--- config.mk ---
export PLATFORM = sky130hd
export DESIGN_NAME = tdc_event_sequencer_flat
export DESIGN_NICKNAME = d
export VERILOG_FILES = /design/src/rtl/tdc_event_sequencer_if.sv /design/src/rtl/tdc_event_sequencer.sv /design/src/flat_wrapper.sv
export SDC_FILE = /design/constraint.sdc
export NUM_CORES = 1
export LEC_CHECK = 0
export ABC_AREA = 1
export CAP_MARGIN = 20
export CORE_MARGIN = 2
export CORE_UTILIZATION = 30
export DETAILED_ROUTE_END_ITERATION = 8
export HOLD_SLACK_MARGIN = 0.08
export PLACE_DENSITY = 0.51
export SLEW_MARGIN = 20
export SYNTH_ARGS = -nofsm -noshare
export SYNTH_HDL_FRONTEND = slang
export SYNTH_SLANG_ARGS = --single-unit
--- constraint.sdc ---
create_clock -name clk -period 7.3 [get_ports clk]
set_clock_uncertainty 0.2 [all_clocks]
set_input_delay 1.46 -clock clk [delete_from_list [all_inputs] [get_ports clk]]
set_output_delay 1.46 -clock clk [all_outputs]
set_load 0.05 [all_outputs]
--- src/rtl/tdc_event_sequencer_if.sv ---
// Event input and serial output stream of the TDC event sequencer.
// The master side (event source / stream sink) drives events and observes the stream;
// the slave side (the sequencer) consumes events and drives the stream.
interface tdc_event_sequencer_if #(
  parameter int unsigned NP = 16,
  parameter int unsigned PW = 2
);
  logic          ev_valid;
  logic [PW-1:0] ev_pix;
  logic [NP-1:0] ev_ts;
  logic          wrEn;
  logic [NP-1:0] data;

  modport master (
    output ev_valid, ev_pix, ev_ts,
    input  wrEn, data
  );

  modport slave (
    input  ev_valid, ev_pix, ev_ts,
    output wrEn, data
  );
endinterface

--- src/rtl/tdc_event_sequencer.sv ---
// TDC event sequencer: captures out-of-order per-pixel timestamps during a shot's window,
// then replays them as pixel-major, slot-minor serial words, padding empty slots with all-ones.
module tdc_event_sequencer #(
  parameter int unsigned NP         = 16,
  parameter int unsigned PIXEL_NUM  = 4,
  parameter int unsigned DATA_NUM   = 2,
  parameter int unsigned WIN_CYCLES = 64,
  parameter int unsigned PW         = (PIXEL_NUM > 1) ? $clog2(PIXEL_NUM) : 1
) (
  input  logic                        clk,
  input  logic                        res,
  input  logic                        shot_start,
  tdc_event_sequencer_if.slave        bus,
  output logic                        busy,
  output logic [7:0]                  ev_drop_cnt,
  output logic [7:0]                  shot_miss_cnt
);

  localparam int unsigned N  = PIXEL_NUM * DATA_NUM;
  localparam int unsigned WW = (WIN_CYCLES > 1) ? $clog2(WIN_CYCLES) : 1;
  localparam int unsigned CW = $clog2(DATA_NUM + 1);
  // drain_idx must be able to hold N (the "all words sent" value)
  localparam int unsigned IW = $clog2(N + 1);

  localparam logic [1:0] StIdle    = 2'd0;
  localparam logic [1:0] StCapture = 2'd1;
  localparam logic [1:0] StDrain   = 2'd2;

  logic [1:0]    state_q, state_d;
  logic [WW-1:0] win_cnt_q, win_cnt_d;
  logic [IW-1:0] drain_idx_q, drain_idx_d;
  logic [NP-1:0] ts_q [N];
  logic [NP-1:0] ts_d [N];
  logic [N-1:0]  fill_q, fill_d;
  logic [CW-1:0] fcnt_q [PIXEL_NUM];
  logic [CW-1:0] fcnt_d [PIXEL_NUM];
  logic          wren_q, wren_d;
  logic [NP-1:0] data_q, data_d;
  logic          busy_q, busy_d;
  logic [7:0]    drop_q, drop_d;
  logic [7:0]    miss_q, miss_d;

  logic [31:0]   pix_ext;
  logic          pix_ok, ts_ok, room, accept, drop, miss, shot_go;
  logic          emit;
  logic [IW-1:0] emit_idx;
  logic [NP-1:0] word;

  assign pix_ext = {{(32 - PW){1'b0}}, bus.ev_pix};
  assign pix_ok  = pix_ext < PIXEL_NUM;
  assign ts_ok   = bus.ev_ts != {NP{1'b1}};
  assign shot_go = (state_q == StIdle) && shot_start;
  assign accept  = (state_q == StCapture) && bus.ev_valid && pix_ok && ts_ok && room;
  assign drop    = bus.ev_valid && !accept;
  assign miss    = shot_start && (state_q != StIdle);

  // Does the addressed pixel still have a free slot?
  always_comb begin
    room = 1'b0;
    for (int p = 0; p < PIXEL_NUM; p++) begin
      if (pix_ext == p) room = (fcnt_q[p] != CW'(DATA_NUM));
    end
  end

  // Shot FSM: window timing and drain sequencing; word 0 is emitted on the edge leaving CAPTURE.
  always_comb begin
    state_d     = state_q;
    win_cnt_d   = win_cnt_q;
    drain_idx_d = drain_idx_q;
    emit        = 1'b0;
    emit_idx    = '0;
    unique case (state_q)
      StIdle: begin
        if (shot_start) begin
          state_d   = StCapture;
          win_cnt_d = '0;
        end
      end
      StCapture: begin
        win_cnt_d = win_cnt_q + 1'b1;
        if (win_cnt_q == WW'(WIN_CYCLES - 1)) begin
          state_d     = StDrain;
          emit        = 1'b1;
          emit_idx    = '0;
          drain_idx_d = IW'(1);
        end
      end
      StDrain: begin
        if (drain_idx_q == IW'(N)) begin
          state_d     = StIdle;
          drain_idx_d = '0;
        end else begin
          emit        = 1'b1;
          emit_idx    = drain_idx_q;
          drain_idx_d = drain_idx_q + 1'b1;
        end
      end
      default: state_d = StIdle;
    endcase
  end

  // Slot storage: clear on shot acceptance, append accepted events in arrival order.
  always_comb begin
    ts_d   = ts_q;
    fill_d = fill_q;
    fcnt_d = fcnt_q;
    if (shot_go) begin
      fill_d = '0;
      for (int p = 0; p < PIXEL_NUM; p++) fcnt_d[p] = '0;
    end else if (accept) begin
      for (int p = 0; p < PIXEL_NUM; p++) begin
        if (pix_ext == p) begin
          fcnt_d[p] = fcnt_q[p] + 1'b1;
          for (int s = 0; s < DATA_NUM; s++) begin
            if (fcnt_q[p] == CW'(s)) begin
              ts_d[p * DATA_NUM + s]   = bus.ev_ts;
              fill_d[p * DATA_NUM + s] = 1'b1;
            end
          end
        end
      end
    end
  end

  // Drain word select; uses next-state slots so an event on the window's last edge reaches word 0.
  always_comb begin
    word = {NP{1'b1}};
    for (int k = 0; k < N; k++) begin
      if ((IW'(k) == emit_idx) && fill_d[k]) word = ts_d[k];
    end
  end

  // Registered outputs and saturating counters.
  always_comb begin
    wren_d = emit;
    data_d = emit ? word : data_q;
    busy_d = state_d != StIdle;
    drop_d = (drop && (drop_q != 8'hFF)) ? drop_q + 8'd1 : drop_q;
    miss_d = (miss && (miss_q != 8'hFF)) ? miss_q + 8'd1 : miss_q;
  end

  // State registers.
  always_ff @(posedge clk or negedge res) begin
    if (!res) begin
      state_q     <= StIdle;
      win_cnt_q   <= '0;
      drain_idx_q <= '0;
      fill_q      <= '0;
      for (int k = 0; k < N; k++) ts_q[k] <= '0;
      for (int p = 0; p < PIXEL_NUM; p++) fcnt_q[p] <= '0;
      wren_q      <= 1'b0;
      data_q      <= '0;
      busy_q      <= 1'b0;
      drop_q      <= 8'd0;
      miss_q      <= 8'd0;
    end else begin
      state_q     <= state_d;
      win_cnt_q   <= win_cnt_d;
      drain_idx_q <= drain_idx_d;
      fill_q      <= fill_d;
      ts_q        <= ts_d;
      fcnt_q      <= fcnt_d;
      wren_q      <= wren_d;
      data_q      <= data_d;
      busy_q      <= busy_d;
      drop_q      <= drop_d;
      miss_q      <= miss_d;
    end
  end

  assign bus.wrEn      = wren_q;
  assign bus.data      = data_q;
  assign busy          = busy_q;
  assign ev_drop_cnt   = drop_q;
  assign shot_miss_cnt = miss_q;

endmodule

--- src/flat_wrapper.sv ---
// flat-port wrapper written by rule: the top's interface ports become plain ports
module tdc_event_sequencer_flat 
#(
  parameter int unsigned NP         = 16,
  parameter int unsigned PIXEL_NUM  = 4,
  parameter int unsigned DATA_NUM   = 2,
  parameter int unsigned WIN_CYCLES = 64,
  parameter int unsigned PW         = (PIXEL_NUM > 1) ? $clog2(PIXEL_NUM) : 1
)
  (clk, res, shot_start, busy, ev_drop_cnt, shot_miss_cnt, bus_ev_valid, bus_ev_pix, bus_ev_ts, bus_wrEn, bus_data);
  tdc_event_sequencer_if #(.NP(NP), .PW(PW)) bus_i ();
  input  logic clk;
  input  logic res;
  input  logic shot_start;
  output logic busy;
  output logic [7:0] ev_drop_cnt;
  output logic [7:0] shot_miss_cnt;
  input wire logic [$bits(bus_i.ev_valid)-1:0] bus_ev_valid;
  input wire logic [$bits(bus_i.ev_pix)-1:0] bus_ev_pix;
  input wire logic [$bits(bus_i.ev_ts)-1:0] bus_ev_ts;
  output wire logic [$bits(bus_i.wrEn)-1:0] bus_wrEn;
  output wire logic [$bits(bus_i.data)-1:0] bus_data;
  assign bus_i.ev_valid = bus_ev_valid;
  assign bus_i.ev_pix = bus_ev_pix;
  assign bus_i.ev_ts = bus_ev_ts;
  assign bus_wrEn = bus_i.wrEn;
  assign bus_data = bus_i.data;
  tdc_event_sequencer #(.NP(NP), .PIXEL_NUM(PIXEL_NUM), .DATA_NUM(DATA_NUM), .WIN_CYCLES(WIN_CYCLES), .PW(PW)) u_core (.clk(clk), .res(res), .shot_start(shot_start), .bus(bus_i), .busy(busy), .ev_drop_cnt(ev_drop_cnt), .shot_miss_cnt(shot_miss_cnt));
endmodule
==> results.toml <==
[logic_synthesis]
synth_ff_type = "dfrtp_1"
synth_fp_nets = 1228
syn_area_per_cell_sq_um = 7.84
syn_area_sq_um = 9300
synthCells = 1185
ys_seq_elements = 190
synth.most_common_cell = "nand2_1"
seq_area_frac_synth_pct = 51.2
synthTopCellsByArea = "dfrtp_1 (51%), nand2_1 (15%), inv_1 (8.3%), o21ai_0 (6.2%), nor2_1 (4.0%)"
yosysWarnings = 0
synth_area_leader_cell = "dfrtp_1"
synth_cell_types = 39
yosysTopAreaCellShare_pct = 51.2
async_flop_share_pct = 100
synth_edf_count = 0
ys_top_cells_by_count = "nand2_1 (369), inv_1 (205), dfrtp_1 (190)"

[setup_path]
arrival_ns = 4.98
crit_buf_inv = 5
rr_endpoint = "u_core.bus.data[6]$_DFFE_PN0P_"
cp_common_cell = "nand2_1"
crit_path_end_kind = "register"
cp_slowest_cell = "nor2_2"
crit_type = "input port to register"
r2r_cells = 12
critPathTopFamily = "simple AND/OR/NAND/NOR gates"
path_depth = 18
cp_slowest_stage_delay_ns = 0.65
path_max_fanout = 33
rrSetupSlack_ns = 3.40
rr_startpoint = "u_core.state_q[0]$_DFF_PN0_"
required_ns = 7.44
path_cells = "clkdlybuf4s50_1 -> nand2_2 -> inv_2 -> nand2_1 -> nand3_2 -> inv_1 -> o21ai_2 -> nor2_2 -> nand3_1 -> buf_4 -> nand2_1 -> nand3_2 -> inv_1 -> nand2_1 -> nand4_1 -> nand2_1 -> nand2_1 -> nand2_1"
start_kind = "input port"

[finish]
multi_input_area_sq_um = 3570
fill_cells = 3265
antenna_cells = 0
drive_above_1_share_pct = 5.64
fin_util_pct = 35.5
seqCellArea_sq_um = 4750
fin_nets = 1271
syn_to_final_growth_pct = 16.9

[timing]
rsz0062_at_grt = "false"
maxSlewHeadroom_pct = 32.0
setup_viol = 0
hold_viol_final = 0
finalSetupTns_ns = 0
fin_crit_ns = 4.83
slew_viol_final = 0
worstMarginPinSlew_ns = 1.02
fin_crit_sh_pct = 66.2
fmax_mhz = 207

[clock_tree]
cts-root-buf = "clkbuf_16"
clockBufferDepth = 2
postCtsSetupRepairBufs = 0
cts_sinks = 190
post_cts_resized = 0
cts_buffers = 17
cts.clk_slew.worst_paths_ns = 0.08
clkLatencyLatePin_ns = 0.44
cts_tree = "built"
ctsHoldBuffers = 0
cts_max_level = 4

[power_and_ir_drop]
p_sw_mw = 1.30
clkPwrFrac_pct = 28.2
seqPwrFrac_pct = 42.7
swShare_pct = 36.4
power_mw = 3.56
combPwrFrac_pct = 29.1
power.internal_mw = 2.27
power_density_nw_per_um2 = 328
p_leak_nw = 5.33
peakVddDrop_uv = 170

[global_route]
grt_max_degree = 72
overflow = 0
grt.total_usage_pct = 16.6
grt_first_pass_wirelength_microns = 42200
grt_pass1_vias = 7548
antenna_found_initial = 0

[place]
globalplace.congestion = 0.799
hpwlAfterDp_microns = 16600
portBuffers = 55

[die]
fp.dieH_microns = 180
ios = 56
start_util_pct = 30.4
rows = 64
die_area_sq_um = 32400
die_w_microns = 180
fp.coreArea_sq_um = 30600

[routing]
drc = 0
drt_iter0_drc = 467
num_vias = 7451
via_per_inst = 4.55
drtAntennaViolNets = 0
wl_microns = 25700
wl_per_cell_microns = 15.7
drt_pass1_iterations = 5

[hold_path]
min_path_type = "register to register"
hp-start = "u_core.ts_q[90]$_DFF_PN0_"
hold_end = "u_core.ts_q[90]$_DFF_PN0_"
whs_path_depth = 2

[run_status]
status = "finished clean"

[flow_run]
drv_cap = 0
-- power groups by stage --
| stage | combinational [mW] | clock, mW | sequential, mW |
|---|---|---|---|
| after floorplan | 0.601 | 0 | 1.66 |
| final | 1.04 | 1.01 | 1.52 |
| after CTS | 1.04 | 1.04 | 1.52 |
| after detailed placement | 1.04 | 0 | 1.54 |
| after global routing | 1.19 | 1.07 | 1.56 |
| after global placement | 1.03 | 0 | 1.54 |
-- how the worst max path moves through the flow --
stage / slack, ns / from / endpoint
floorplan: 4.02 / bus_ev_pix[0] / u_core.bus.data[1]$_DFFE_PN0P_
global placement: 1.69 / shot_start / u_core.bus.data[3]$_DFFE_PN0P_
detailed placement: 2.00 / bus_ev_ts[6] / u_core.bus.data[7]$_DFFE_PN0P_
CTS: 2.47 / bus_ev_ts[6] / u_core.bus.data[7]$_DFFE_PN0P_
global route: 2.15 / bus_ev_pix[1] / u_core.bus.data[6]$_DFFE_PN0P_
finish: 2.47 / bus_ev_pix[1] / u_core.bus.data[7]$_DFFE_PN0P_
-- flip-flops by register name (all words and copies together) (netlist names), 4 cells and up --
name and count:
u_core.ts_q 128, u_core.bus.data 16, u_core.ev_drop_cnt 8, u_core.fcnt_q 8, u_core.fill_q 8, u_core.shot_miss_cnt 8, u_core.win_cnt_q 6, u_core.drain_idx_q 4
-- metrics by stage --
step	cell area, sq um	hold slack, ns	cells	setup slack (ns)
floorplan	9300	0.243	1185	4.02
global placement	10200	0.254	1605	1.69
detailed placement	10200	0.258	1605	2.00
CTS	10900	0.276	1637	2.47
global route	10900	0.289	1637	2.15
finish	10900	0.276	1637	2.47
-- area by class of cell --
class	count	share of cell area (%)
well taps	396	4.56
multi-input cells	748	32.8
clock inverters	15	2.00
inverters	206	7.12
repair buffers	65	5.79
flip-flops and latches	190	43.8
clock buffers	17	3.92
-- routing by layer --
layer / track usage, % / up-vias / wire, microns / share of wire [%]
met4: 4.23 / 0 / 375 / 1.5
met5: 0 / - / 0 / 0
li1: - / 3739 / - / -
met1: 22.4 / 3533 / 12100 / 47
met3: 3.78 / 22 / 1280 / 5.0
met2: 27.0 / 157 / 11900 / 46
-- placed cells by master (no fill, tap or decap), types with 3 or more instances in the layout --
master	Yosys	final
a211oi_1	3	3
a21oi_1	7	7
buf_4	5	10
clkbuf_16	0	17
clkdlybuf4s50_1	0	54
clkinv_8	0	5
dfrtp_1	190	190
ha_1	21	21
inv_1	205	205
inv_6	0	3
inv_8	0	3
nand2_1	369	368
nand2_2	6	7
nand3_1	27	27
nand4_1	41	41
nor2_1	98	98
nor2_4	3	3
nor3_1	6	6
o21ai_0	115	115
o21ai_1	8	8
o21ai_2	5	5
xnor2_1	7	7
xor2_1	8	8
-- tightest hold or removal path, stage by stage, from the launching register on --
cell     delay [ns]
dfrtp_1        0.32
nand2_1        0.06
o21ai_2        0.06
-- cells by family after synthesis --
kind of cell,count (synthesis),share of synthesized area (%)
AO/OA/AOI/OAI,150,8.91
multiplexers,1,0.121
adder cells (fa/ha/maj),21,2.83
buffers and inverters,247,10.5
flip-flops,190,51.2
AND/OR/NAND/NOR,561,25.1
XOR/XNOR,15,1.41
Note: power is estimated with default switching activity, not from simulation.
